<file path="src/rtl/waypoint_sequencer_if.sv">
// Waypoint sequencer bus: table programming, pose input, controller loop and status.
// master = host/odometry/controller side, slave = the sequencer itself.
interface waypoint_sequencer_if #(
  parameter int N_WIDTH = 17,
  parameter int ADDR_W  = 3
);
  logic                WAYPOINT_SEQUENCER_START_In;
  logic                WAYPOINT_SEQUENCER_ABORT_In;
  logic                WAYPOINT_SEQUENCER_WP_WR_En;
  logic [ADDR_W-1:0]   WAYPOINT_SEQUENCER_WP_WR_Addr;
  logic [N_WIDTH-1:0]  WAYPOINT_SEQUENCER_WP_WR_X_InBus;
  logic [N_WIDTH-1:0]  WAYPOINT_SEQUENCER_WP_WR_Y_InBus;
  logic [N_WIDTH-1:0]  WAYPOINT_SEQUENCER_WP_WR_Z_InBus;
  logic [ADDR_W-1:0]   WAYPOINT_SEQUENCER_WP_LAST_In;
  logic [N_WIDTH-1:0]  WAYPOINT_SEQUENCER_POSE_X_InBus;
  logic [N_WIDTH-1:0]  WAYPOINT_SEQUENCER_POSE_Y_InBus;
  logic [N_WIDTH-1:0]  WAYPOINT_SEQUENCER_POSE_Z_InBus;
  logic                WAYPOINT_SEQUENCER_POSE_VALID_In;
  logic [N_WIDTH-1:0]  WAYPOINT_SEQUENCER_ERR_X_OutBus;
  logic [N_WIDTH-1:0]  WAYPOINT_SEQUENCER_ERR_Y_OutBus;
  logic [N_WIDTH-1:0]  WAYPOINT_SEQUENCER_ERR_Z_OutBus;
  logic [N_WIDTH-1:0]  WAYPOINT_SEQUENCER_VX_InBus;
  logic [N_WIDTH-1:0]  WAYPOINT_SEQUENCER_VY_InBus;
  logic [N_WIDTH-1:0]  WAYPOINT_SEQUENCER_WZ_InBus;
  logic [N_WIDTH-1:0]  WAYPOINT_SEQUENCER_VX_OutBus;
  logic [N_WIDTH-1:0]  WAYPOINT_SEQUENCER_VY_OutBus;
  logic [N_WIDTH-1:0]  WAYPOINT_SEQUENCER_WZ_OutBus;
  logic [ADDR_W-1:0]   WAYPOINT_SEQUENCER_WP_INDEX_Out;
  logic                WAYPOINT_SEQUENCER_BUSY_Out;
  logic                WAYPOINT_SEQUENCER_DONE_Out;
  logic                WAYPOINT_SEQUENCER_TIMEOUT_Out;

  modport master (
    output WAYPOINT_SEQUENCER_START_In, WAYPOINT_SEQUENCER_ABORT_In,
           WAYPOINT_SEQUENCER_WP_WR_En, WAYPOINT_SEQUENCER_WP_WR_Addr,
           WAYPOINT_SEQUENCER_WP_WR_X_InBus, WAYPOINT_SEQUENCER_WP_WR_Y_InBus,
           WAYPOINT_SEQUENCER_WP_WR_Z_InBus, WAYPOINT_SEQUENCER_WP_LAST_In,
           WAYPOINT_SEQUENCER_POSE_X_InBus, WAYPOINT_SEQUENCER_POSE_Y_InBus,
           WAYPOINT_SEQUENCER_POSE_Z_InBus, WAYPOINT_SEQUENCER_POSE_VALID_In,
           WAYPOINT_SEQUENCER_VX_InBus, WAYPOINT_SEQUENCER_VY_InBus, WAYPOINT_SEQUENCER_WZ_InBus,
    input  WAYPOINT_SEQUENCER_ERR_X_OutBus, WAYPOINT_SEQUENCER_ERR_Y_OutBus,
           WAYPOINT_SEQUENCER_ERR_Z_OutBus, WAYPOINT_SEQUENCER_VX_OutBus,
           WAYPOINT_SEQUENCER_VY_OutBus, WAYPOINT_SEQUENCER_WZ_OutBus,
           WAYPOINT_SEQUENCER_WP_INDEX_Out, WAYPOINT_SEQUENCER_BUSY_Out,
           WAYPOINT_SEQUENCER_DONE_Out, WAYPOINT_SEQUENCER_TIMEOUT_Out
  );

  modport slave (
    input  WAYPOINT_SEQUENCER_START_In, WAYPOINT_SEQUENCER_ABORT_In,
           WAYPOINT_SEQUENCER_WP_WR_En, WAYPOINT_SEQUENCER_WP_WR_Addr,
           WAYPOINT_SEQUENCER_WP_WR_X_InBus, WAYPOINT_SEQUENCER_WP_WR_Y_InBus,
           WAYPOINT_SEQUENCER_WP_WR_Z_InBus, WAYPOINT_SEQUENCER_WP_LAST_In,
           WAYPOINT_SEQUENCER_POSE_X_InBus, WAYPOINT_SEQUENCER_POSE_Y_InBus,
           WAYPOINT_SEQUENCER_POSE_Z_InBus, WAYPOINT_SEQUENCER_POSE_VALID_In,
           WAYPOINT_SEQUENCER_VX_InBus, WAYPOINT_SEQUENCER_VY_InBus, WAYPOINT_SEQUENCER_WZ_InBus,
    output WAYPOINT_SEQUENCER_ERR_X_OutBus, WAYPOINT_SEQUENCER_ERR_Y_OutBus,
           WAYPOINT_SEQUENCER_ERR_Z_OutBus, WAYPOINT_SEQUENCER_VX_OutBus,
           WAYPOINT_SEQUENCER_VY_OutBus, WAYPOINT_SEQUENCER_WZ_OutBus,
           WAYPOINT_SEQUENCER_WP_INDEX_Out, WAYPOINT_SEQUENCER_BUSY_Out,
           WAYPOINT_SEQUENCER_DONE_Out, WAYPOINT_SEQUENCER_TIMEOUT_Out
  );
endinterface

</file>
<file path="src/rtl/waypoint_sequencer.sv">
// Steps a velocity controller through a table of (X, Y, theta) waypoints, feeding it
// sign-magnitude pose errors and gating its commands until each waypoint settles.
module waypoint_sequencer #(
  parameter int N_WIDTH        = 17,
  parameter int ADDR_W         = 3,
  parameter int SETTLE_COUNT   = 4,
  parameter int TIMEOUT_CYCLES = 50_000_000
) (
  input logic                WAYPOINT_SEQUENCER_CLOCK_50,
  input logic                WAYPOINT_SEQUENCER_RESET_InHigh,
  waypoint_sequencer_if.slave bus
);
  localparam int M  = N_WIDTH - 1;
  localparam int SW = $clog2(SETTLE_COUNT + 1);
  localparam int TW = $clog2(TIMEOUT_CYCLES + 1);
  localparam logic [SW-1:0] SETTLE_LIM = SW'(SETTLE_COUNT);
  localparam logic [TW-1:0] TOUT_LIM   = TW'(TIMEOUT_CYCLES);

  localparam logic [2:0] S_IDLE    = 3'd0;
  localparam logic [2:0] S_FETCH   = 3'd1;
  localparam logic [2:0] S_TRACK   = 3'd2;
  localparam logic [2:0] S_ADVANCE = 3'd3;
  localparam logic [2:0] S_DONE    = 3'd4;
  localparam logic [2:0] S_FAULT   = 3'd5;

  logic                 clk, rst;
  logic [2:0]           state_q, state_d;
  logic [ADDR_W-1:0]    index_q, index_d, last_q, last_d;
  logic [N_WIDTH-1:0]   tgt_x_q, tgt_x_d, tgt_y_q, tgt_y_d, tgt_z_q, tgt_z_d;
  logic [N_WIDTH-1:0]   err_x_q, err_x_d, err_y_q, err_y_d, err_z_q, err_z_d;
  logic [N_WIDTH-1:0]   vx_q, vx_d, vy_q, vy_d, wz_q, wz_d;
  logic [SW-1:0]        settle_q, settle_d;
  logic [TW-1:0]        tout_q, tout_d;
  logic                 eval_q, eval_d;
  logic                 busy, v_zero;
  logic [N_WIDTH-1:0]   tbl_x [2**ADDR_W];
  logic [N_WIDTH-1:0]   tbl_y [2**ADDR_W];
  logic [N_WIDTH-1:0]   tbl_z [2**ADDR_W];

  assign clk = WAYPOINT_SEQUENCER_CLOCK_50;
  assign rst = WAYPOINT_SEQUENCER_RESET_InHigh;

  // target - pose in sign-magnitude: negate pose by flipping its sign, then add
  function automatic logic [N_WIDTH-1:0] sm_sub(input logic [N_WIDTH-1:0] a,
                                                input logic [N_WIDTH-1:0] b);
    logic         nb_s, sgn;
    logic [M:0]   sum;
    logic [M-1:0] mag;
    nb_s = ~b[M];
    sum  = {1'b0, a[M-1:0]} + {1'b0, b[M-1:0]};
    if (a[M] == nb_s) begin
      mag = sum[M] ? '1 : sum[M-1:0];
      sgn = nb_s;
    end else if (a[M-1:0] >= b[M-1:0]) begin
      mag = a[M-1:0] - b[M-1:0];
      sgn = a[M];
    end else begin
      mag = b[M-1:0] - a[M-1:0];
      sgn = nb_s;
    end
    if (mag == '0) sgn = 1'b0;
    return {sgn, mag};
  endfunction

  assign busy   = (state_q == S_FETCH) || (state_q == S_TRACK) || (state_q == S_ADVANCE);
  assign v_zero = (bus.WAYPOINT_SEQUENCER_VX_InBus[M-1:0] == '0) &&
                  (bus.WAYPOINT_SEQUENCER_VY_InBus[M-1:0] == '0) &&
                  (bus.WAYPOINT_SEQUENCER_WZ_InBus[M-1:0] == '0);

  // NOTE: the table is plain storage with no reset branch, so it maps onto RAM and
  // keeps its contents across reset.
  always_ff @(posedge clk) begin
    if (bus.WAYPOINT_SEQUENCER_WP_WR_En && !busy) begin
      tbl_x[bus.WAYPOINT_SEQUENCER_WP_WR_Addr] <= bus.WAYPOINT_SEQUENCER_WP_WR_X_InBus;
      tbl_y[bus.WAYPOINT_SEQUENCER_WP_WR_Addr] <= bus.WAYPOINT_SEQUENCER_WP_WR_Y_InBus;
      tbl_z[bus.WAYPOINT_SEQUENCER_WP_WR_Addr] <= bus.WAYPOINT_SEQUENCER_WP_WR_Z_InBus;
    end
  end

  always_comb begin
    // NOTE: every _d starts as its _q so no path through this block can infer a latch.
    state_d  = state_q;
    index_d  = index_q;
    last_d   = last_q;
    tgt_x_d  = tgt_x_q;
    tgt_y_d  = tgt_y_q;
    tgt_z_d  = tgt_z_q;
    err_x_d  = err_x_q;
    err_y_d  = err_y_q;
    err_z_d  = err_z_q;
    vx_d     = vx_q;
    vy_d     = vy_q;
    wz_d     = wz_q;
    settle_d = settle_q;
    tout_d   = tout_q;
    eval_d   = 1'b0;
    case (state_q)
      S_IDLE, S_DONE, S_FAULT: begin
        if (bus.WAYPOINT_SEQUENCER_START_In) begin
          state_d = S_FETCH;
          index_d = '0;
          last_d  = bus.WAYPOINT_SEQUENCER_WP_LAST_In;
        end
      end
      S_FETCH: begin
        tgt_x_d  = tbl_x[index_q];
        tgt_y_d  = tbl_y[index_q];
        tgt_z_d  = tbl_z[index_q];
        settle_d = '0;
        tout_d   = '0;
        state_d  = S_TRACK;
      end
      S_TRACK: begin
        tout_d = tout_q + 1'b1;
        if (bus.WAYPOINT_SEQUENCER_POSE_VALID_In) begin
          err_x_d = sm_sub(tgt_x_q, bus.WAYPOINT_SEQUENCER_POSE_X_InBus);
          err_y_d = sm_sub(tgt_y_q, bus.WAYPOINT_SEQUENCER_POSE_Y_InBus);
          err_z_d = sm_sub(tgt_z_q, bus.WAYPOINT_SEQUENCER_POSE_Z_InBus);
          eval_d  = 1'b1;
        end
        // eval cycle: the controller's commands now reflect the fresh error
        if (eval_q) begin
          vx_d = bus.WAYPOINT_SEQUENCER_VX_InBus;
          vy_d = bus.WAYPOINT_SEQUENCER_VY_InBus;
          wz_d = bus.WAYPOINT_SEQUENCER_WZ_InBus;
          if (v_zero) begin
            settle_d = settle_q + 1'b1;
            if (settle_d == SETTLE_LIM) state_d = S_ADVANCE;
          end else begin
            settle_d = '0;
          end
        end
        if (tout_d == TOUT_LIM) state_d = S_FAULT;
      end
      S_ADVANCE: begin
        if (index_q == last_q) begin
          state_d = S_DONE;
        end else begin
          index_d = index_q + 1'b1;
          state_d = S_FETCH;
        end
      end
      default: state_d = S_IDLE;
    endcase
    if (bus.WAYPOINT_SEQUENCER_ABORT_In) begin
      state_d = S_IDLE;
      index_d = '0;
    end
    // error and command outputs are only live while tracking
    if (state_d != S_TRACK) begin
      err_x_d = '0;
      err_y_d = '0;
      err_z_d = '0;
      vx_d    = '0;
      vy_d    = '0;
      wz_d    = '0;
      eval_d  = 1'b0;
    end
  end

  // NOTE: sequential state uses non-blocking assignments so every flop samples pre-edge values.
  always_ff @(posedge clk) begin
    if (rst) begin
      state_q  <= S_IDLE;
      index_q  <= '0;
      last_q   <= '0;
      tgt_x_q  <= '0;
      tgt_y_q  <= '0;
      tgt_z_q  <= '0;
      err_x_q  <= '0;
      err_y_q  <= '0;
      err_z_q  <= '0;
      vx_q     <= '0;
      vy_q     <= '0;
      wz_q     <= '0;
      settle_q <= '0;
      tout_q   <= '0;
      eval_q   <= 1'b0;
    end else begin
      state_q  <= state_d;
      index_q  <= index_d;
      last_q   <= last_d;
      tgt_x_q  <= tgt_x_d;
      tgt_y_q  <= tgt_y_d;
      tgt_z_q  <= tgt_z_d;
      err_x_q  <= err_x_d;
      err_y_q  <= err_y_d;
      err_z_q  <= err_z_d;
      vx_q     <= vx_d;
      vy_q     <= vy_d;
      wz_q     <= wz_d;
      settle_q <= settle_d;
      tout_q   <= tout_d;
      eval_q   <= eval_d;
    end
  end

  assign bus.WAYPOINT_SEQUENCER_ERR_X_OutBus = err_x_q;
  assign bus.WAYPOINT_SEQUENCER_ERR_Y_OutBus = err_y_q;
  assign bus.WAYPOINT_SEQUENCER_ERR_Z_OutBus = err_z_q;
  assign bus.WAYPOINT_SEQUENCER_VX_OutBus    = vx_q;
  assign bus.WAYPOINT_SEQUENCER_VY_OutBus    = vy_q;
  assign bus.WAYPOINT_SEQUENCER_WZ_OutBus    = wz_q;
  assign bus.WAYPOINT_SEQUENCER_WP_INDEX_Out = index_q;
  assign bus.WAYPOINT_SEQUENCER_BUSY_Out     = busy;
  assign bus.WAYPOINT_SEQUENCER_DONE_Out     = (state_q == S_DONE);
  assign bus.WAYPOINT_SEQUENCER_TIMEOUT_Out  = (state_q == S_FAULT);
endmodule

</file>
<file path="src/flat_wrapper.sv">
// flat-port wrapper written by rule: the top's interface ports become plain ports
module waypoint_sequencer_flat 
#(
  parameter int N_WIDTH        = 17,
  parameter int ADDR_W         = 3,
  parameter int SETTLE_COUNT   = 4,
  parameter int TIMEOUT_CYCLES = 50_000_000
)
  (WAYPOINT_SEQUENCER_CLOCK_50, WAYPOINT_SEQUENCER_RESET_InHigh, bus_WAYPOINT_SEQUENCER_START_In, bus_WAYPOINT_SEQUENCER_ABORT_In, bus_WAYPOINT_SEQUENCER_WP_WR_En, bus_WAYPOINT_SEQUENCER_WP_WR_Addr, bus_WAYPOINT_SEQUENCER_WP_WR_X_InBus, bus_WAYPOINT_SEQUENCER_WP_WR_Y_InBus, bus_WAYPOINT_SEQUENCER_WP_WR_Z_InBus, bus_WAYPOINT_SEQUENCER_WP_LAST_In, bus_WAYPOINT_SEQUENCER_POSE_X_InBus, bus_WAYPOINT_SEQUENCER_POSE_Y_InBus, bus_WAYPOINT_SEQUENCER_POSE_Z_InBus, bus_WAYPOINT_SEQUENCER_POSE_VALID_In, bus_WAYPOINT_SEQUENCER_VX_InBus, bus_WAYPOINT_SEQUENCER_VY_InBus, bus_WAYPOINT_SEQUENCER_WZ_InBus, bus_WAYPOINT_SEQUENCER_ERR_X_OutBus, bus_WAYPOINT_SEQUENCER_ERR_Y_OutBus, bus_WAYPOINT_SEQUENCER_ERR_Z_OutBus, bus_WAYPOINT_SEQUENCER_VX_OutBus, bus_WAYPOINT_SEQUENCER_VY_OutBus, bus_WAYPOINT_SEQUENCER_WZ_OutBus, bus_WAYPOINT_SEQUENCER_WP_INDEX_Out, bus_WAYPOINT_SEQUENCER_BUSY_Out, bus_WAYPOINT_SEQUENCER_DONE_Out, bus_WAYPOINT_SEQUENCER_TIMEOUT_Out);
  waypoint_sequencer_if #(.N_WIDTH(N_WIDTH), .ADDR_W(ADDR_W)) bus_i ();
  input logic WAYPOINT_SEQUENCER_CLOCK_50;
  input logic WAYPOINT_SEQUENCER_RESET_InHigh;
  input wire logic [$bits(bus_i.WAYPOINT_SEQUENCER_START_In)-1:0] bus_WAYPOINT_SEQUENCER_START_In;
  input wire logic [$bits(bus_i.WAYPOINT_SEQUENCER_ABORT_In)-1:0] bus_WAYPOINT_SEQUENCER_ABORT_In;
  input wire logic [$bits(bus_i.WAYPOINT_SEQUENCER_WP_WR_En)-1:0] bus_WAYPOINT_SEQUENCER_WP_WR_En;
  input wire logic [$bits(bus_i.WAYPOINT_SEQUENCER_WP_WR_Addr)-1:0] bus_WAYPOINT_SEQUENCER_WP_WR_Addr;
  input wire logic [$bits(bus_i.WAYPOINT_SEQUENCER_WP_WR_X_InBus)-1:0] bus_WAYPOINT_SEQUENCER_WP_WR_X_InBus;
  input wire logic [$bits(bus_i.WAYPOINT_SEQUENCER_WP_WR_Y_InBus)-1:0] bus_WAYPOINT_SEQUENCER_WP_WR_Y_InBus;
  input wire logic [$bits(bus_i.WAYPOINT_SEQUENCER_WP_WR_Z_InBus)-1:0] bus_WAYPOINT_SEQUENCER_WP_WR_Z_InBus;
  input wire logic [$bits(bus_i.WAYPOINT_SEQUENCER_WP_LAST_In)-1:0] bus_WAYPOINT_SEQUENCER_WP_LAST_In;
  input wire logic [$bits(bus_i.WAYPOINT_SEQUENCER_POSE_X_InBus)-1:0] bus_WAYPOINT_SEQUENCER_POSE_X_InBus;
  input wire logic [$bits(bus_i.WAYPOINT_SEQUENCER_POSE_Y_InBus)-1:0] bus_WAYPOINT_SEQUENCER_POSE_Y_InBus;
  input wire logic [$bits(bus_i.WAYPOINT_SEQUENCER_POSE_Z_InBus)-1:0] bus_WAYPOINT_SEQUENCER_POSE_Z_InBus;
  input wire logic [$bits(bus_i.WAYPOINT_SEQUENCER_POSE_VALID_In)-1:0] bus_WAYPOINT_SEQUENCER_POSE_VALID_In;
  input wire logic [$bits(bus_i.WAYPOINT_SEQUENCER_VX_InBus)-1:0] bus_WAYPOINT_SEQUENCER_VX_InBus;
  input wire logic [$bits(bus_i.WAYPOINT_SEQUENCER_VY_InBus)-1:0] bus_WAYPOINT_SEQUENCER_VY_InBus;
  input wire logic [$bits(bus_i.WAYPOINT_SEQUENCER_WZ_InBus)-1:0] bus_WAYPOINT_SEQUENCER_WZ_InBus;
  output wire logic [$bits(bus_i.WAYPOINT_SEQUENCER_ERR_X_OutBus)-1:0] bus_WAYPOINT_SEQUENCER_ERR_X_OutBus;
  output wire logic [$bits(bus_i.WAYPOINT_SEQUENCER_ERR_Y_OutBus)-1:0] bus_WAYPOINT_SEQUENCER_ERR_Y_OutBus;
  output wire logic [$bits(bus_i.WAYPOINT_SEQUENCER_ERR_Z_OutBus)-1:0] bus_WAYPOINT_SEQUENCER_ERR_Z_OutBus;
  output wire logic [$bits(bus_i.WAYPOINT_SEQUENCER_VX_OutBus)-1:0] bus_WAYPOINT_SEQUENCER_VX_OutBus;
  output wire logic [$bits(bus_i.WAYPOINT_SEQUENCER_VY_OutBus)-1:0] bus_WAYPOINT_SEQUENCER_VY_OutBus;
  output wire logic [$bits(bus_i.WAYPOINT_SEQUENCER_WZ_OutBus)-1:0] bus_WAYPOINT_SEQUENCER_WZ_OutBus;
  output wire logic [$bits(bus_i.WAYPOINT_SEQUENCER_WP_INDEX_Out)-1:0] bus_WAYPOINT_SEQUENCER_WP_INDEX_Out;
  output wire logic [$bits(bus_i.WAYPOINT_SEQUENCER_BUSY_Out)-1:0] bus_WAYPOINT_SEQUENCER_BUSY_Out;
  output wire logic [$bits(bus_i.WAYPOINT_SEQUENCER_DONE_Out)-1:0] bus_WAYPOINT_SEQUENCER_DONE_Out;
  output wire logic [$bits(bus_i.WAYPOINT_SEQUENCER_TIMEOUT_Out)-1:0] bus_WAYPOINT_SEQUENCER_TIMEOUT_Out;
  assign bus_i.WAYPOINT_SEQUENCER_START_In = bus_WAYPOINT_SEQUENCER_START_In;
  assign bus_i.WAYPOINT_SEQUENCER_ABORT_In = bus_WAYPOINT_SEQUENCER_ABORT_In;
  assign bus_i.WAYPOINT_SEQUENCER_WP_WR_En = bus_WAYPOINT_SEQUENCER_WP_WR_En;
  assign bus_i.WAYPOINT_SEQUENCER_WP_WR_Addr = bus_WAYPOINT_SEQUENCER_WP_WR_Addr;
  assign bus_i.WAYPOINT_SEQUENCER_WP_WR_X_InBus = bus_WAYPOINT_SEQUENCER_WP_WR_X_InBus;
  assign bus_i.WAYPOINT_SEQUENCER_WP_WR_Y_InBus = bus_WAYPOINT_SEQUENCER_WP_WR_Y_InBus;
  assign bus_i.WAYPOINT_SEQUENCER_WP_WR_Z_InBus = bus_WAYPOINT_SEQUENCER_WP_WR_Z_InBus;
  assign bus_i.WAYPOINT_SEQUENCER_WP_LAST_In = bus_WAYPOINT_SEQUENCER_WP_LAST_In;
  assign bus_i.WAYPOINT_SEQUENCER_POSE_X_InBus = bus_WAYPOINT_SEQUENCER_POSE_X_InBus;
  assign bus_i.WAYPOINT_SEQUENCER_POSE_Y_InBus = bus_WAYPOINT_SEQUENCER_POSE_Y_InBus;
  assign bus_i.WAYPOINT_SEQUENCER_POSE_Z_InBus = bus_WAYPOINT_SEQUENCER_POSE_Z_InBus;
  assign bus_i.WAYPOINT_SEQUENCER_POSE_VALID_In = bus_WAYPOINT_SEQUENCER_POSE_VALID_In;
  assign bus_i.WAYPOINT_SEQUENCER_VX_InBus = bus_WAYPOINT_SEQUENCER_VX_InBus;
  assign bus_i.WAYPOINT_SEQUENCER_VY_InBus = bus_WAYPOINT_SEQUENCER_VY_InBus;
  assign bus_i.WAYPOINT_SEQUENCER_WZ_InBus = bus_WAYPOINT_SEQUENCER_WZ_InBus;
  assign bus_WAYPOINT_SEQUENCER_ERR_X_OutBus = bus_i.WAYPOINT_SEQUENCER_ERR_X_OutBus;
  assign bus_WAYPOINT_SEQUENCER_ERR_Y_OutBus = bus_i.WAYPOINT_SEQUENCER_ERR_Y_OutBus;
  assign bus_WAYPOINT_SEQUENCER_ERR_Z_OutBus = bus_i.WAYPOINT_SEQUENCER_ERR_Z_OutBus;
  assign bus_WAYPOINT_SEQUENCER_VX_OutBus = bus_i.WAYPOINT_SEQUENCER_VX_OutBus;
  assign bus_WAYPOINT_SEQUENCER_VY_OutBus = bus_i.WAYPOINT_SEQUENCER_VY_OutBus;
  assign bus_WAYPOINT_SEQUENCER_WZ_OutBus = bus_i.WAYPOINT_SEQUENCER_WZ_OutBus;
  assign bus_WAYPOINT_SEQUENCER_WP_INDEX_Out = bus_i.WAYPOINT_SEQUENCER_WP_INDEX_Out;
  assign bus_WAYPOINT_SEQUENCER_BUSY_Out = bus_i.WAYPOINT_SEQUENCER_BUSY_Out;
  assign bus_WAYPOINT_SEQUENCER_DONE_Out = bus_i.WAYPOINT_SEQUENCER_DONE_Out;
  assign bus_WAYPOINT_SEQUENCER_TIMEOUT_Out = bus_i.WAYPOINT_SEQUENCER_TIMEOUT_Out;
  waypoint_sequencer #(.N_WIDTH(N_WIDTH), .ADDR_W(ADDR_W), .SETTLE_COUNT(SETTLE_COUNT), .TIMEOUT_CYCLES(TIMEOUT_CYCLES)) u_core (.WAYPOINT_SEQUENCER_CLOCK_50(WAYPOINT_SEQUENCER_CLOCK_50), .WAYPOINT_SEQUENCER_RESET_InHigh(WAYPOINT_SEQUENCER_RESET_InHigh), .bus(bus_i));
endmodule
</file>
<file path="config.mk">
export PLATFORM = sky130hd
export DESIGN_NAME = waypoint_sequencer_flat
export DESIGN_NICKNAME = d
export VERILOG_FILES = /design/src/rtl/waypoint_sequencer_if.sv /design/src/rtl/waypoint_sequencer.sv /design/src/flat_wrapper.sv
export SDC_FILE = /design/constraint.sdc
export NUM_CORES = 1
export LEC_CHECK = 0
export ABC_AREA = 1
export BUFFER_PORTS_ARGS = -buffer_cell sky130_fd_sc_hd__buf_2
export CORE_MARGIN = 5
export CORE_UTILIZATION = 40
export CTS_BUF_LIST = sky130_fd_sc_hd__clkbuf_8 sky130_fd_sc_hd__clkbuf_16
export DETAILED_ROUTE_END_ITERATION = 10
export MAX_ROUTING_LAYER = met4
export PLACE_DENSITY = 0.61
export SLEW_MARGIN = 20
export SYNTH_ARGS = -nofsm -noshare
export SYNTH_HDL_FRONTEND = slang
export SYNTH_SLANG_ARGS = --single-unit
</file>
<file path="constraint.sdc">
create_clock -name WAYPOINT_SEQUENCER_CLOCK_50 -period 3.9 [get_ports WAYPOINT_SEQUENCER_CLOCK_50]
set_input_delay 0.195 -clock WAYPOINT_SEQUENCER_CLOCK_50 [delete_from_list [all_inputs] [get_ports WAYPOINT_SEQUENCER_CLOCK_50]]
set_output_delay 0.195 -clock WAYPOINT_SEQUENCER_CLOCK_50 [all_outputs]
set_load 0.05 [all_outputs]
</file>
---- Word-level counts from Yosys, hierarchy flattened ----
Memories as Yosys holds them, arrays and structs flattened. A register that Yosys moved wholly into a read port is not among the register bits.
Cells that the tools add are included.
storage, ports and cells
  bits in registers ....................... 141
  RAM bits ................................ 408
  input port bits ......................... 165
  output and inout bits ................... 108
  word-level logic and storage cells ...... 115
  memories ................................ 3
cells by class
  add/subtract/negate cells ............... 12
  order comparisons ....................... 3
  eq/ne operators ......................... 15
  mux-type cells .......................... 42
  bitwise logic cells ..................... 4
  reduce and logical (&&, ||, !) cells .... 24
memory list
  name          depth  bits a word  read ports  clocked after memory_dff  wr ports  RTL line                  source
  u_core.tbl_x  8      17           1           1                         1         waypoint_sequencer.sv:36  logic [N_WIDTH-1:0] tbl_x [2**ADDR_W];
  u_core.tbl_y  8      17           1           1                         1         waypoint_sequencer.sv:37  logic [N_WIDTH-1:0] tbl_y [2**ADDR_W];
  u_core.tbl_z  8      17           1           1                         1         waypoint_sequencer.sv:38  logic [N_WIDTH-1:0] tbl_z [2**ADDR_W];
operators by type and width
  kind                                                                    count
  16-bit 2-to-1 mux                                                       15
  16-bit logical NOT                                                      6
  16-bit subtractor                                                       6
  26-bit one-hot mux with 2 select lines                                  1
  16-bit by 16-bit adder with 17-bit output                               3
  16-bit greater-or-equal comparator                                      3
  3-bit 2-to-1 mux                                                        11
  26-bit by 1-bit adder with 26-bit output (second input constant)        1
  26-bit equality test (second input constant)                            1
  1-bit 2-to-1 mux                                                        12
  3-bit one-hot mux with 2 select lines                                   2
  3-bit one-hot mux with 4 select lines                                   1
  3-bit equality test (second input constant)                             3
  2-bit AND reduction                                                     4
  3-bit by 1-bit adder with 3-bit output (second input constant)          2
  3-bit by 2-bit equality test with 1-bit output (second input constant)  2
  3-bit OR reduction                                                      2
  2-bit inequality test (second input constant)                           2
  1-bit NOT                                                               4
  2-bit nonzero test                                                      2
  2-bit OR reduction                                                      2
  1-bit equality test                                                     3
  3-bit by 1-bit equality test with 1-bit output (second input constant)  1
  3-bit equality test                                                     1
  7 further kinds                                                         10

---- Logic depth before layout (Yosys ltp) ----
Gate-level depths: netlist of the first run.
  depth in word-level cells ............... 10
  depth in mapped cells ................... 22
  mapped depth without buffers ............ 21

---- Worst setup path after synthesis of the first run ----
OpenSTA, ideal clock, no wires.
  path kind ............................... register to register
  start point ............................. register u_core.state_q[0]
  end point ............................... memory u_core.tbl_x[0][0], enable pin
  library setup time ...................... 0.460 ns
  arrival time ............................ 3.576 ns
  data required time ...................... 3.440 ns
  slack ................................... -0.136 ns
  stages on the path, launching flop included .. 12
  buffers on the path ..................... 0
  clock period less this slack ............ 4.036 ns
  path through ............................ dfxtp_1 > inv_1 > nor2_1 > inv_1 > nor2_1 > inv_1 > nand2_1 > inv_2 > nand2_1 > nor2_1 > nand2_1 > nor2_1
between the ends
  word-level cells in the longest chain between the ends .. 7
  elaborated cells between the ends (all ways) .. 9
  those cells by class .................... eq/ne (3); mux (2); reduce/logical (4)
RTL lines
  element                                                                                                           RTL line                   source
  start: declaration                                                                                                waypoint_sequencer.sv:27   logic [2:0] state_q, state_d;
  start signal: assignment                                                                                          waypoint_sequencer.sv:180  state_q <= state_d;
  3-bit by 1-bit equality test with 1-bit output or 3-bit by 2-bit equality test with 1-bit output (tied branches)  waypoint_sequencer.sv:65   assign busy = (state_q == S_FETCH) || (state_q == S_TRACK) || (state_q == S_ADVANCE);
  1-bit logical OR                                                                                                  waypoint_sequencer.sv:65
  1-bit logical OR (*)                                                                                              waypoint_sequencer.sv:65
  net bus_WAYPOINT_SEQUENCER_BUSY_Out                                                                               flat_wrapper.sv:35         output wire logic [$bits(bus_i.WAYPOINT_SEQUENCER_BUSY_Out)-1:0] bus_WAYPOINT_SEQUENCER_BUSY_Out;
  1-bit logical NOT (*)                                                                                             waypoint_sequencer.sv:73   if (bus.WAYPOINT_SEQUENCER_WP_WR_En && !busy) begin
  1-bit logical AND (*)                                                                                             waypoint_sequencer.sv:73
  1-bit 2-to-1 mux (*)                                                                                              waypoint_sequencer.sv:73
  1-bit 2-to-1 mux (implied by the code) (*)                                                                        waypoint_sequencer.sv:74   tbl_x[bus.WAYPOINT_SEQUENCER_WP_WR_Addr] <= bus.WAYPOINT_SEQUENCER_WP_WR_X_InBus;
  end: declaration                                                                                                  waypoint_sequencer.sv:36
The timed path passes the listed nets; every way through them passes the cells marked *.

---- Final worst setup path of the first run ----
  start point ............................. register u_core.tgt_z_q[0], read port of u_core.tbl_z
  end point ............................... register u_core.err_z_q[16] (netlist: u_core.bus.WAYPOINT_SEQUENCER_ERR_Z_OutBus[16])
between the ends
  word-level cells in the longest chain between the ends .. 7
  elaborated cells between the ends (all ways) .. 13
  those cells by class .................... add/sub (3); order compare (1); mux (8); reduce/logical (1)
RTL lines
  element                                          RTL line                                            source
  start: declaration                               waypoint_sequencer.sv:29                            logic [N_WIDTH-1:0] tgt_x_q, tgt_x_d, tgt_y_q, tgt_y_d, tgt_z_q, tgt_z_d;
  16-bit subtractor, or another cell as far along  waypoint_sequencer.sv:58                            mag = b[M-1:0] - a[M-1:0];
  16-bit 2-to-1 mux, on equally long branches      waypoint_sequencer.sv:54, waypoint_sequencer.sv:52
  16-bit 2-to-1 mux                                waypoint_sequencer.sv:51                            if (a[M] == nb_s) begin
  16-bit 2-to-1 mux                                waypoint_sequencer.sv:115                           if (bus.WAYPOINT_SEQUENCER_POSE_VALID_In) begin
  16-bit 2-to-1 mux                                waypoint_sequencer.sv:97                            case (state_q)
  16-bit logical NOT                               waypoint_sequencer.sv:61                            if (mag == '0) sgn = 1'b0;
  1-bit 2-to-1 mux (*)                             waypoint_sequencer.sv:61
  end signal: assignment                           waypoint_sequencer.sv:188                           err_z_q <= err_z_d;
  end: declaration                                 waypoint_sequencer.sv:30                            logic [N_WIDTH-1:0] err_x_q, err_x_d, err_y_q, err_y_d, err_z_q, err_z_d;
Every way passes the cells marked *; elsewhere a longest branch is shown, timed or not. The select of a mux whose other input is x is not followed.
A chain may end at the register's enable or synchronous reset.

==> flow_summary.yaml, run 1 <==
sta:
  drv_slew: 0
  layout_min_cycle_time_ps: 3375
  finClkSkew_ps: 22.11
  worst_slew_pin_slew_ps: 1155
  rsz0062_at_grt: "false"
  relSlewSlack_pct: 22.20
  setup_viol: 0
  max_freq_mhz: 296.3
  hold_viol_final: 0
  period_share_pct: 86.54
  setup_tns_ps: 0
worst_setup_path:
  cp_num_cells: 21
  critPathKind: "reg2reg"
  required_ps: 4390
  crit_buf_inv: 4
  startpoint: "u_core.tgt_z_q[0]"
  cp.arrival_ps: 3870
  end_kind: "flop"
  r2r_slack_ps: 530
  cp_common_cell: "nand2_1"
  reg2reg_depth: 21
  cp-start-kind: "flop"
  endpoint: "u_core.bus.WAYPOINT_SEQUENCER_ERR_Z_OutBus[16]"
  path_cells: "inv_1 -> ha_1 -> fa_1 -> inv_1 -> nand2_1 -> nand2_1 -> nand2_1 -> nand3_1 -> nand2_1 -> nand2_2 -> clkinv_1 -> nand2_1 -> nand2_1 -> nand2_1 -> nand2_1 -> inv_1 -> nand2_1 -> nor2_1 -> nand3_1 -> nand2_1 -> a21oi_2"
  cp_top_family: "simple AND/OR/NAND/NOR gates"
  cp_max_fo: 16
  reg2reg_to: "u_core.bus.WAYPOINT_SEQUENCER_ERR_Z_OutBus[16]"
  cpPeakStageDelay_ps: 480
  reg2reg_from: "u_core.tgt_z_q[0]"
  cp_slowest_cell: "fa_1"
detailed_routing:
  avgRoutedWirePerCell_um: 18.64
  drtIter0Drc: 2390
  drt_wl_total_um: 104400
  first_pass_iters: 5
  drc: 0
  via_count: 29070
  vias_per_cell: 5.192
  ant_nets: 0
placed_design:
  dpl_cell_area_mm2: 0.03576
  hpwl_um: 74830
  place_congestion: 0.9718
  io_buffer_count: 272
logic_synthesis:
  synth_xor_area_share_pct: 1.133
  synthSimpleGateAreaFrac_pct: 24.10
  synth_top_family_by_area: "simple AND/OR/NAND/NOR gates"
  synthCells: 4131
  synth_compound_area_share_pct: 12.88
  synth_cell_types: 43
  synth_fa_ha_area_share_pct: 6.002
  synth_top_area_share_pct: 36.87
  synth_area_mm2: 0.03323
  syn_avg_cell_area_um2: 8.045
  ys_ff_latch: 600
  ys_warn_count: 0
  synth_area_leader_cell: "edfxtp_1"
  muxShareOfSynthArea_pct: 0.1205
  synth.area.top_cells: "edfxtp_1 (37%), nand2_1 (13%), dfxtp_1 (12%)"
  syn-num-nets: 4450
  seq_area_frac_synth_pct: 48.43
floorplan:
  ios: 273
  core_mm2: 0.08224
  die_h_um: 298.2
  die-area_mm2: 0.08894
  die_x_um: 298.2
  row_count: 105
  initial_utilization_pct: 40.41
power_and_ir_drop:
  swShare_pct: 27.39
  power_w: 0.01559
  power.density_mw_per_mm2: 398.8
  intPower_w: 0.01132
  seqPwrFrac_pct: 44.8
  power.clock.fraction_pct: 40.1
  irDropWorstVdd_mv: 0.3282
  combPwrFrac_pct: 15.1
  switching_power_w: 0.004270
  p_leak_nw: 16.53
flow_run:
  drv_cap: 0
clock_network:
  clock-root-buffer: "clkbuf_16"
  cts_resized: 0
  clock_sinks: 600
  clk_latency_ps: 610
  cts_max_level: 3
  path_clk_slew_ps: 60
  clock_path_buffers: 3
  cts_made_buffers: 68
  cts_tree: "built"
cells_and_area:
  final_common_cell: "nand2_1"
  layout.cell_area.non_filler_mm2: 0.03909
  final_cell_mix: "nand2_1 (1131), nor2_1 (451), inv_1 (430), edfxtp_1 (408), o21ai_0 (350)"
  fin_nets: 4772
  fill_cells: 8082
  layout-drive-gt1-share_pct: 11.39
  area_growth_pct: 17.62
global_routing:
  grtUsageTotal_pct: 23.41
  grt_pass1_wl_um: 160600
  antenna_found_initial: 32
  grt_overflow: 0
  first_global_vias: 27960
  grt_start_max_net_pins: 147
status:
  status: "finished clean"
worst_hold_path:
  worstHoldPathCells: 4
  hold_class: "in2reg"
[cell families (layout without fill, tap and decap cells)]
| logic type | count (synthesis) | count (layout) |
|---|---|---|
| flops | 600 | 600 |
| compound gates | 754 | 754 |
| fa+ha+maj | 154 | 154 |
| simple gates | 1963 | 1963 |
| mux | 4 | 4 |
| xor+xnor | 43 | 43 |
| other cells | 0 | 24 |
| buf+inv | 613 | 986 |
[worst register-to-register path: stages (launching register included)]
cell	delay, ps
dfxtp_1	380
inv_1	60
ha_1	220
fa_1	480
inv_1	130
nand2_1	60
nand2_1	120
nand2_1	100
nand3_1	80
nand2_1	210
nand2_2	350
clkinv_1	320
nand2_1	120
nand2_1	50
nand2_1	50
nand2_1	60
inv_1	70
nand2_1	50
nor2_1	130
nand3_1	90
nand2_1	80
a21oi_2	50
[power by group through the flow]
stage / Sequential, W / Combinational, W / Clock [W]
floorplan: 0.00710 / 0.00148 / 0
CTS: 0.00698 / 0.00233 / 0.00641
detailed placement: 0.00711 / 0.00223 / 0
global placement: 0.00711 / 0.00223 / 0
finish: 0.00698 / 0.00236 / 0.00626
global route: 0.00699 / 0.00264 / 0.00667
[final cells by class]
type | count | area, um2 | area share [%]
diodes | 24 | 60.06 | 0.1536
multi-input cells | 2918 | 14790 | 37.83
clock buffers | 71 | 1743 | 4.459
flip-flops and latches | 600 | 16110 | 41.21
inverters | 428 | 1612 | 4.123
well taps | 1070 | 1339 | 3.425
repair buffers | 437 | 3013 | 7.708
clock inverters | 50 | 429.2 | 1.098
[synth_stat cells, drive strengths merged]
| cell type | n |
|---|---|
| a2111oi | 1 |
| a211oi | 3 |
| a21oi | 273 |
| and2 | 4 |
| and3 | 1 |
| buf | 49 |
| clkbuf | 136 |
| clkinv | 6 |
| dfxtp | 192 |
| edfxtp | 408 |
| fa | 9 |
| ha | 145 |
| inv | 422 |
| mux2i | 4 |
| nand2 | 1139 |
| nand2b | 1 |
| nand3 | 251 |
| nand3b | 17 |
| nand4 | 50 |
| nor2 | 471 |
| nor3 | 15 |
| nor4 | 12 |
| o211ai | 2 |
| o21a | 1 |
| o21ai | 353 |
| o21bai | 17 |
| o221ai | 51 |
| o22ai | 53 |
| or2 | 2 |
| xnor2 | 13 |
| xor2 | 30 |
[metrics by stage]
stage,hold WS [ps],setup slack [ps],utilization [%],instances
global placement,445.0,625.2,43.48,5343
floorplan,293.9,-136.0,-,4131
finish,27.07,525.1,47.53,5598
CTS,2.092,539.8,47.46,5574
detailed placement,449.3,539.4,43.48,5343
global route,42.13,229.0,47.52,5596
[flip-flops by register name, indices dropped and copies added, names as in the netlist]
| signal | cells |
|---|---|
| u_core.eval_q | 1 |
| u_core.bus.WAYPOINT_SEQUENCER_ERR_Y_OutBus | 17 |
| u_core.bus.WAYPOINT_SEQUENCER_WZ_OutBus | 17 |
| u_core.bus.WAYPOINT_SEQUENCER_ERR_X_OutBus | 17 |
| u_core.state_q | 3 |
| u_core.tbl_y | 136 |
| u_core.tout_q | 26 |
| u_core.bus.WAYPOINT_SEQUENCER_WP_INDEX_Out | 3 |
| u_core.bus.WAYPOINT_SEQUENCER_VX_OutBus | 17 |
| u_core.bus.WAYPOINT_SEQUENCER_ERR_Z_OutBus | 17 |
| u_core.tgt_y_q | 17 |
| u_core.tgt_z_q | 17 |
| u_core.last_q | 3 |
| u_core.tbl_z | 136 |
| u_core.tgt_x_q | 17 |
| u_core.settle_q | 3 |
| u_core.bus.WAYPOINT_SEQUENCER_VY_OutBus | 17 |
| u_core.tbl_x | 136 |
[worst min-delay path by stage]
stage,start,end,slack [ps]
finish,bus_WAYPOINT_SEQUENCER_START_In,u_core.bus.WAYPOINT_SEQUENCER_WP_INDEX_Out[0],30
floorplan,bus_WAYPOINT_SEQUENCER_WP_WR_X_InBus[0],u_core.tbl_x[0][0],290
detailed placement,u_core.bus.WAYPOINT_SEQUENCER_VX_OutBus[8],u_core.bus.WAYPOINT_SEQUENCER_VX_OutBus[8],450
global placement,u_core.bus.WAYPOINT_SEQUENCER_VX_OutBus[8],u_core.bus.WAYPOINT_SEQUENCER_VX_OutBus[8],450
global route,bus_WAYPOINT_SEQUENCER_START_In,u_core.bus.WAYPOINT_SEQUENCER_WP_INDEX_Out[0],40
CTS,bus_WAYPOINT_SEQUENCER_START_In,u_core.bus.WAYPOINT_SEQUENCER_WP_INDEX_Out[0],2
[per-layer routing]
| metal | track usage [%] | vias up | routed length (um) |
|---|---|---|---|
| met1 | 29.98 | 13590 | 45310 |
| met4 | 8.865 | 0 | 3745 |
| met2 | 36.80 | 849 | 47880 |
| li1 | - | 14410 | - |
| met5 | - | - | 0 |
| met3 | 4.842 | 215 | 7424 |
[timing repair]
item | 4_1_cts | 5_1_grt
setup buffers | 0 | 0
hold buffers | 110 | 0
setup endpoints to repair | 0 | 0
endpoints found under the hold margin | 484 | 0
Note: power is estimated with default switching activity, not from simulation.
==> run 2: changes to the inputs <==
--- a/config.mk
+++ b/config.mk
@@ -5,14 +5,13 @@
 export SDC_FILE = /design/constraint.sdc
 export NUM_CORES = 1
 export LEC_CHECK = 0
-export ABC_AREA = 1
 export BUFFER_PORTS_ARGS = -buffer_cell sky130_fd_sc_hd__buf_2
 export CORE_MARGIN = 5
 export CORE_UTILIZATION = 40
 export CTS_BUF_LIST = sky130_fd_sc_hd__clkbuf_8 sky130_fd_sc_hd__clkbuf_16
 export DETAILED_ROUTE_END_ITERATION = 10
 export MAX_ROUTING_LAYER = met4
-export PLACE_DENSITY = 0.61
+export PLACE_DENSITY = 0.62
 export SLEW_MARGIN = 20
 export SYNTH_ARGS = -nofsm -noshare
 export SYNTH_HDL_FRONTEND = slang
==> flow_summary.yaml, run 2 <==
floorplan:
  die_h_um: 286.2
  initial_utilization_pct: 40.26
  die_x_um: 286.2
  core_mm2: 0.07582
  row_count: 101
  ios: 273
  die-area_mm2: 0.08194
cells_and_area:
  reg_top3: "u_core.tbl_x (136), u_core.tbl_y (136), u_core.tbl_z (136)"
  fin_util_pct: 48.99
  final_cell_mix: "edfxtp_1 (408), buf_2 (272), nor2_1 (266), a21oi_1 (226), nand2_1 (219)"
  area_growth_pct: 21.70
  final_common_cell: "edfxtp_1"
  stdcell_count: 4158
  layout-drive-gt1-share_pct: 21.94
  fin_nets: 3429
  fill_cells: 6714
placed_design:
  place_congestion: 0.9542
  dp_cells: 3913
  io_buffer_count: 272
  hpwl_um: 63950
clock_network:
  path_clk_slew_ps: 60
  cts_made_buffers: 61
  clk_latency_ps: 650
  clock-root-buffer: "clkbuf_16"
  cts_max_level: 2
  clock_sinks: 600
  clock_path_buffers: 3
  cts_tree: "built"
power_and_ir_drop:
  power.density_mw_per_mm2: 403.0
  irDropWorstVdd_mv: 0.4055
  p_leak_nw: 13.49
worst_setup_path:
  end_kind: "flop"
  required_ps: 4390
  reg2reg_from: "u_core.tgt_y_q[0]"
  cp.arrival_ps: 4180
  startpoint: "u_core.tgt_y_q[0]"
  cp-start-kind: "flop"
  cp_max_fo: 10
  critPathKind: "reg2reg"
detailed_routing:
  first_pass_iters: 5
  drt_wl_total_um: 89350
  vias_per_cell: 5.548
  drc: 0
  drtIter0Drc: 1771
  ant_nets: 0
  avgRoutedWirePerCell_um: 21.49
  via_count: 23070
logic_synthesis:
  ys_ff_latch: 600
  syn-num-nets: 2998
  synth_enable_flop_cells: 408
  synth_cell_types: 97
  async_reset_ff_share_pct: 0
  synthMostInstantiatedCell: "edfxtp_1"
  seq_area_frac_synth_pct: 52.73
  yosys-top-cells-count: "edfxtp_1 (408), nor2_1 (273), a21oi_1 (227), nand2_1 (219), dfxtp_1 (192)"
  syn_avg_cell_area_um2: 11.39
  synth_area_mm2: 0.03052
  synth.area.top_cells: "edfxtp_1 (40%), dfxtp_1 (13%), mux4_2 (7.5%)"
  synthCells: 2679
  synth_area_leader_cell: "edfxtp_1"
  ys_warn_count: 0
  synth-main-ff-cell: "edfxtp_1"
  synth_top_area_share_pct: 40.14
sta:
  max_freq_mhz: 271.1
  setup_viol: 0
  whs_ps: 61.33
  layout_min_cycle_time_ps: 3689
  worst_slew_pin_slew_ps: 988.7
  drv_slew: 0
  hold_viol_final: 0
  period_share_pct: 94.59
  relSlewSlack_pct: 34.09
  finClkSkew_ps: 45.30
worst_hold_path:
  worstHoldStart: "bus_WAYPOINT_SEQUENCER_WP_WR_Addr[2]"
  hold_class: "in2reg"
global_routing:
  grt_start_max_net_pins: 106
  grtUsageTotal_pct: 21.69
  grt_pass1_wl_um: 136400
  first_global_vias: 22620
  grt_overflow: 0
  antenna_found_initial: 20
flow_run:
  drv_cap: 0
status:
  status: "finished clean"
[run 2: path summary, 6_finish.rpt]
check,end,slack [ps],depth (start not counted)
max,u_core.bus.WAYPOINT_SEQUENCER_ERR_Y_OutBus[16],210,15
min,u_core.tbl_y[0][9],60,2
max reg2reg,u_core.bus.WAYPOINT_SEQUENCER_ERR_Y_OutBus[16],210,15
min reg2reg,u_core.bus.WAYPOINT_SEQUENCER_WZ_OutBus[1],450,2
[run 2: timing repair]
item | 4_1_cts | 5_1_grt
buffers inserted | 0 | 0
endpoints found under the setup margin | 0 | 8
hold buffers | 112 | 0
resized for setup | 0 | 16
hold endpoints to repair | 472 | 0
[run 2: layout make-up]
type | instances | area, um2 | share of cell area (%)
diodes | 17 | 42.54 | 0.1145
clock buffers | 79 | 1797 | 4.837
clock inverters | 37 | 357.8 | 0.9633
inverters | 162 | 608.1 | 1.637
multi-input cells | 1767 | 13310 | 35.83
flip-flops and latches | 600 | 16110 | 43.36
well taps | 978 | 1224 | 3.294
repair buffers | 518 | 3701 | 9.963
[run 2: logic make-up after synthesis]
logic type / synth area share (%)
adder cells (fa/ha/maj): 6.534
AO/OA/AOI/OAI: 14.59
multiplexers: 10.10
buffers and inverters: 4.160
AND/OR/NAND/NOR: 11.22
flip-flops: 52.73
XOR/XNOR: 0.6599
[run 2: worst max-delay path: stages, from the launching register on]
cell      delay [ps]
dfxtp_1          370
inv_1             60
ha_1             230
fa_1             400
nand3b_1         240
a311oi_2         320
a21oi_1          120
a21oi_2          290
buf_12           170
mux2i_1          280
a221oi_1         120
o21bai_1         210
nor4_1           270
nand4_1          110
nor4_1           240
a31oi_1          120
[run 2: metal layers]
metal / part of all wire (%) / routed length (um) / track usage [%] / vias to the layer above
met5: 0 / 0 / - / -
met4: 2.4 / 2171 / 5.369 / 0
met3: 6.7 / 5975 / 4.226 / 151
met2: 45 / 40400 / 33.29 / 743
met1: 46 / 40810 / 30.01 / 11260
li1: - / - / - / 10920
[run 2: through the flow]
stage,setup TNS [ps],setup WS (ps),total power [W],area [um2]
finish,0,211.1,0.01497,37150
global route,-3.441,-3.441,0.01559,37140
CTS,0,124.8,0.01509,37040
detailed placement,0,151.2,0.008892,33760
global placement,0,106.7,0.008874,33760
floorplan,-27780,-187.1,0.008144,30530
[run 2: power by group]
group          internal (W)  switching (W)  total (W)
Clock               0.00357        0.00251    0.00608
Sequential          0.00691      0.0000523    0.00696
Combinational      0.000764        0.00116    0.00193
Total                0.0112        0.00372     0.0150
